$ cat config.mk
export PLATFORM = sky130hd
export DESIGN_NAME = pwm_hbridge_multi
export DESIGN_NICKNAME = d
export VERILOG_FILES = /design/src/rtl/pwm_hbridge_multi.sv
export SDC_FILE = /design/constraint.sdc
export NUM_CORES = 1
export LEC_CHECK = 0
export CORE_ASPECT_RATIO = 0.75
export CORE_MARGIN = 8
export CORE_UTILIZATION = 35
export CTS_BUF_LIST = sky130_fd_sc_hd__clkbuf_4
export CTS_CLUSTER_DIAMETER = 200
export DETAILED_ROUTE_END_ITERATION = 16
export GPL_ROUTABILITY_DRIVEN = 0
export SLEW_MARGIN = 25
export SYNTH_ARGS = -nofsm -noshare
export SYNTH_HDL_FRONTEND = slang
export SYNTH_SLANG_ARGS = --single-unit
$ cat constraint.sdc
create_clock -name clk -period 3.65 [get_ports clk]
set_input_delay 0.5475 -clock clk [delete_from_list [all_inputs] [get_ports clk]]
set_output_delay 0.5475 -clock clk [all_outputs]
set_load 0.005 [all_outputs]
$ cat src/rtl/pwm_hbridge_multi.sv
`timescale 1ns/1ps
`default_nettype none
// ============================================================================
// Module   : pwm_hbridge_multi
// Purpose  : Multi-channel button-driven signed speed control with shared PWM
//            timebase, period-aligned duty updates and H-bridge dead time.
// Revision : 1.0 - initial release
// ============================================================================
module pwm_hbridge_multi #(
    parameter int CHANNELS        = 2,
    parameter int RESOLUTION_BITS = 8,
    parameter int FRECUENCY_BITS  = 1,
    parameter int STEP            = 16,
    parameter int DEAD_PERIODS    = 2
) (
    input  logic                                clk,
    input  logic                                rst,
    input  logic [CHANNELS-1:0]                 sum,
    input  logic [CHANNELS-1:0]                 rest,
    output logic [CHANNELS-1:0]                 pwm,
    output logic [CHANNELS-1:0]                 in1,
    output logic [CHANNELS-1:0]                 in2,
    output logic [CHANNELS*RESOLUTION_BITS-1:0] speed,
    output logic                                rdy
);

    localparam int c_r  = RESOLUTION_BITS;
    localparam int c_dw = (DEAD_PERIODS > 1) ? $clog2(DEAD_PERIODS) : 1;
    localparam logic signed [c_r:0]  c_step      = (c_r+1)'(STEP);
    localparam logic signed [c_r:0]  c_max       = (c_r+1)'((2**(c_r-1))-1);
    localparam logic [c_dw-1:0]      c_dead_load = c_dw'((DEAD_PERIODS > 0) ? DEAD_PERIODS-1 : 0);

    typedef enum logic [1:0] {
        ST_IDLE = 2'd0,
        ST_FWD  = 2'd1,
        ST_REV  = 2'd2,
        ST_DEAD = 2'd3
    } state_t;

    function automatic state_t idle_next(input logic signed [c_r-1:0] req);
        if (req > 0)
            return ST_FWD;
        else if (req < 0)
            return ST_REV;
        else
            return ST_IDLE;
    endfunction

    // Shared timebase
    logic [FRECUENCY_BITS-1:0] r_presc;
    logic [c_r-1:0]            r_cnt;
    logic                      r_rdy;
    logic                      w_tick;
    logic                      w_pstart;

    assign w_tick   = &r_presc;
    assign w_pstart = w_tick && (&r_cnt);
    assign rdy      = r_rdy;

    always_ff @(posedge clk or posedge rst) begin
        if (rst) begin
            r_presc <= '0;
            r_cnt   <= '0;
            r_rdy   <= 1'b0;
        end else begin
            r_presc <= r_presc + FRECUENCY_BITS'(1);
            if (w_tick)
                r_cnt <= r_cnt + c_r'(1);
            r_rdy <= w_pstart;
        end
    end

    for (genvar i = 0; i < CHANNELS; i++) begin : g_ch
        // bit 0 = sum, bit 1 = rest
        logic [1:0]              r_s1, r_s2, r_s3;
        logic [1:0]              w_press;
        logic signed [c_r-1:0]   r_speed, w_speed_n;
        logic signed [c_r:0]     w_ext, w_up, w_dn;
        state_t                  r_state, w_state_n;
        logic [c_dw-1:0]         r_dcnt, w_dcnt_n;
        logic [c_r-1:0]          r_duty, w_abs, w_duty;
        logic                    r_pwm;

        assign w_press = r_s3 & ~r_s2;
        assign w_ext   = {r_speed[c_r-1], r_speed};
        assign w_up    = w_ext + c_step;
        assign w_dn    = w_ext - c_step;
        assign w_abs   = r_speed[c_r-1] ? c_r'(-r_speed) : c_r'(r_speed);
        assign w_duty  = {w_abs[c_r-2:0], 1'b0};

        // A step that crosses zero lands on zero; magnitude saturates at MAX
        always_comb begin
            w_speed_n = r_speed;
            if (w_press[0] && !w_press[1]) begin
                if (r_speed < 0 && w_up > 0)
                    w_speed_n = '0;
                else if (w_up > c_max)
                    w_speed_n = c_max[c_r-1:0];
                else
                    w_speed_n = w_up[c_r-1:0];
            end else if (w_press[1] && !w_press[0]) begin
                if (r_speed > 0 && w_dn < 0)
                    w_speed_n = '0;
                else if (w_dn < -c_max)
                    w_speed_n = c_r'(-c_max);
                else
                    w_speed_n = w_dn[c_r-1:0];
            end
        end

        always_comb begin
            w_state_n = r_state;
            w_dcnt_n  = r_dcnt;
            if (w_pstart) begin
                case (r_state)
                    ST_IDLE: w_state_n = idle_next(r_speed);
                    ST_FWD, ST_REV: begin
                        if ((r_state == ST_FWD && r_speed > 0) ||
                            (r_state == ST_REV && r_speed < 0)) begin
                            w_state_n = r_state;
                        end else if (DEAD_PERIODS == 0) begin
                            w_state_n = idle_next(r_speed);
                        end else begin
                            w_state_n = ST_DEAD;
                            w_dcnt_n  = c_dead_load;
                        end
                    end
                    ST_DEAD: begin
                        if (r_dcnt == '0)
                            w_state_n = idle_next(r_speed);
                        else
                            w_dcnt_n = r_dcnt - c_dw'(1);
                    end
                    default: w_state_n = ST_IDLE;
                endcase
            end
        end

        always_ff @(posedge clk or posedge rst) begin
            if (rst) begin
                r_s1    <= 2'b11;
                r_s2    <= 2'b11;
                r_s3    <= 2'b11;
                r_speed <= '0;
                r_state <= ST_IDLE;
                r_dcnt  <= '0;
                r_duty  <= '0;
                r_pwm   <= 1'b0;
            end else begin
                r_s1    <= {rest[i], sum[i]};
                r_s2    <= r_s1;
                r_s3    <= r_s2;
                r_speed <= w_speed_n;
                r_state <= w_state_n;
                r_dcnt  <= w_dcnt_n;
                if (w_pstart)
                    r_duty <= w_duty;
                r_pwm <= ((r_state == ST_FWD) || (r_state == ST_REV)) && (r_cnt < r_duty);
            end
        end

        assign pwm[i]              = r_pwm;
        assign in1[i]              = (r_state == ST_FWD);
        assign in2[i]              = (r_state == ST_REV);
        assign speed[i*c_r +: c_r] = r_speed;
    end

endmodule
`default_nettype wire

==> flow_summary.toml <==
[pwr]
p_leak_nw = 1.61
p_total_w = 0.00206
p_per_area_mw_per_mm2 = 549
vdd_drop_max_uv = 188

[final_layout]
final_cells = 493
drive_above_1_share_pct = 9.42
nets = 402
final_area_mm2 = 0.00376
area_delta_synth_final_pct = 12.4
n_fill_cell = 947
antenna_cells = 0
final_util_pct = 39.7

[floorplan]
rows = 31
coreArea_mm2 = 0.00946
die_h_um = 101
die-area_mm2 = 0.0130
ios = 29
start_util_pct = 35.3
die_w_um = 129

[routing]
finalWirelength_mm = 6.36
drt_iter0_markers = 136
drcViolationCount = 0
viasPerCell = 4.91
drtPass1Iterations = 4
ant_nets = 0
vias = 2422
wl_per_cell_um = 12.9

[job]
cap_violations = 0

[synth]
yosysWarnings = 0
synth_edf_count = 0
ys.flop_type = "dfrtp_1"
syn-cell-area_mm2 = 0.00334
syn-num-nets = 386
ys_ff_latch = 54
async_flop_share_pct = 100
synth.distinct_cells = 52
netlist_instances = 344
syn_avg_cell_area_um2 = 9.71
ys_seq_area_share_pct = 40.9

[worst_setup_path]
regToRegSetupSlack_ps = 1290
rr_endpoint = "g_ch[0].r_speed[2]"
cp_top_family = "flip-flops"
path_max_fanout = 22
path_class = "flop to primary output"
arrival_ps = 1820
crit_buf_inv = 1
ff2ff_path_depth = 7
cp-start-kind = "flop"
reg2reg_from = "g_ch[0].r_speed[4]"
crit_chain = "clkdlybuf4s50_1"
crit_required_ps = 3100
cpPeakStageDelay_ps = 820
slowest_stage = "dfrtp_1"
end_kind = "primary output"

[sta]
slew_violations = 0
relSlewSlack_pct = 53.7
worstMarginPinSlew_ps = 694
finalCritPeriodShare_pct = 64.8
period_minus_slack_ps = 2370
setup_viol = 0
hold_viol = 0
rsz0062_at_grt = "no"
fin_skew_ps = 7.32
fmax_mhz = 423
fin_tns_setup_ps = 0

[clock_tree]
cts_num_sinks = 54
clk_latency_ps = 370
cts_hold_buffers = 0
ctsResizeCount = 0
cts_buffers = 5
cts.clk_slew.worst_paths_ps = 150
cts_setup_buffers = 0
cts_tree = "done"
cts_root_buffer = "clkbuf_4"
clockBufferDepth = 2
h-tree-depth = 2

[grt]
grt_overflow = 0
track_usage_pct = 10.5
grt_pass1_vias = 2350
grt_pass1_wl_mm = 11.4
grt_max_degree = 55
antenna_found_initial = 0

[min_path]
hold_class = "flop to flop"
min_to = "g_ch[0].r_s2[1]"
hp-start = "g_ch[0].r_s1[1]"
holdPathStages = 0

[placement]
place_area_mm2 = 0.00367
port_buffers = 28
hpwlAfterDp_mm = 4.66
dp_cells = 485

[run_status]
outcome = "completed"
==> layout by cell type, fill, tap and decap left out, drive strengths merged, types with 7 or more instances in the layout <==
cell type / synthesis / layout
dfrtp: 42 / 42
nand2: 24 / 24
o21ai: 15 / 15
clkdlybuf4s50: 0 / 28
dfstp: 12 / 12
ha: 36 / 36
nand2b: 7 / 7
xnor2: 9 / 9
nor2b: 8 / 8
a21oi: 27 / 27
inv: 32 / 32
xor2: 7 / 7
nor2: 23 / 23
==> sequential cells by signal (all words and copies together), names as in the netlist <==
register / flops
g_ch.r_s2: 4
g_ch.r_s1: 4
r_cnt: 8
g_ch.r_state: 4
g_ch.r_pwm: 2
g_ch.r_duty: 12
r_presc: 1
rdy: 1
g_ch.r_s3: 4
g_ch.r_speed: 12
g_ch.r_dcnt: 2
==> cells by family after synthesis <==
| family | after synthesis | share of synthesized area, % |
|---|---|---|
| buffers and inverters | 53 | 7.41 |
| and+or+nand+nor | 95 | 15.6 |
| DFF | 54 | 40.9 |
| muxes | 7 | 2.28 |
| AOI/OAI and AO/OA | 83 | 16.2 |
| adders and majority gates | 36 | 13.5 |
| xor gates and xnor gates | 16 | 4.19 |
==> power breakdown <==
group          leakage [nW]  switching [W]  internal (W)  total [W]
combinational         0.895       0.000425      0.000428   0.000854
sequential            0.676       0.000205      0.000663   0.000868
clock                0.0419       0.000188      0.000152   0.000340
==> layout make-up <==
type	instances	area (um2)	area share [%]
clock buffers	6	45.0	1.20
clock inverters	2	37.5	0.999
inverters	32	120	3.20
multi-input cells	237	1730	46.0
flip-flops and latches	54	1370	36.4
well taps	132	165	4.40
repair buffers	30	295	7.86
==> per-layer routing <==
metal	track usage (%)	wire length [um]	vias to the layer above
met3	2.11	253	2
met4	2.97	47	0
met1	15.4	3300	1154
met2	15.2	2760	41
li1	-	-	1225
met5	0	0	-
==> cell usage after synthesis (3+ instances only) <==
cell type  number  area share, %
dfstp_2        12            9.4
buf_4           8            1.8
nor4_1          3           0.56
dfrtp_1        42             31
o21ai_0        13            1.9
xnor2_1         9            2.4
buf_2           3           0.45
a21o_1          4           0.90
a211o_1         3           0.79
nor3b_1         3           0.67
mux2_2          5            1.7
nand2b_1        7            1.3
nand4_1         5           0.94
o32a_1          3           0.90
o211ai_1        5            1.1
o31ai_1         3           0.67
nor2_1         23            2.6
a31oi_1         5           0.94
nor2b_1         8            1.5
inv_1          32            3.6
clkbuf_1        8           0.90
nand3_1         6           0.90
ha_1           36             13
a21oi_1        27            4.0
nand2_1        24            2.7
o22ai_1         3           0.56
a211oi_1        3           0.67
xor2_1          7            1.8
==> worst max path at each step <==
| stage | startpoint | endpoint | slack [ps] | cells past startpoint |
|---|---|---|---|---|
| floorplan | g_ch[0].r_speed[4] | g_ch[0].r_speed[2] | 1530 | 8 |
| global placement | g_ch[0].r_speed[4] | g_ch[0].r_speed[2] | 1400 | 7 |
| detailed placement | g_ch[0].r_speed[4] | g_ch[0].r_speed[2] | 1330 | 7 |
| CTS | g_ch[0].r_speed[7] | speed[7] | 1260 | 1 |
| global route | g_ch[0].r_speed[4] | g_ch[0].r_speed[2] | 1130 | 7 |
| finish | g_ch[0].r_speed[7] | speed[7] | 1280 | 1 |
==> per-stage QoR <==
stage / hold slack [ps] / setup slack (ps)
after global placement: 345 / 1400
after CTS: 368 / 1260
after global routing: 373 / 1130
after floorplan: 345 / 1530
after detailed placement: 347 / 1330
final: 366 / 1280
Power figures use the tool's default switching activity.
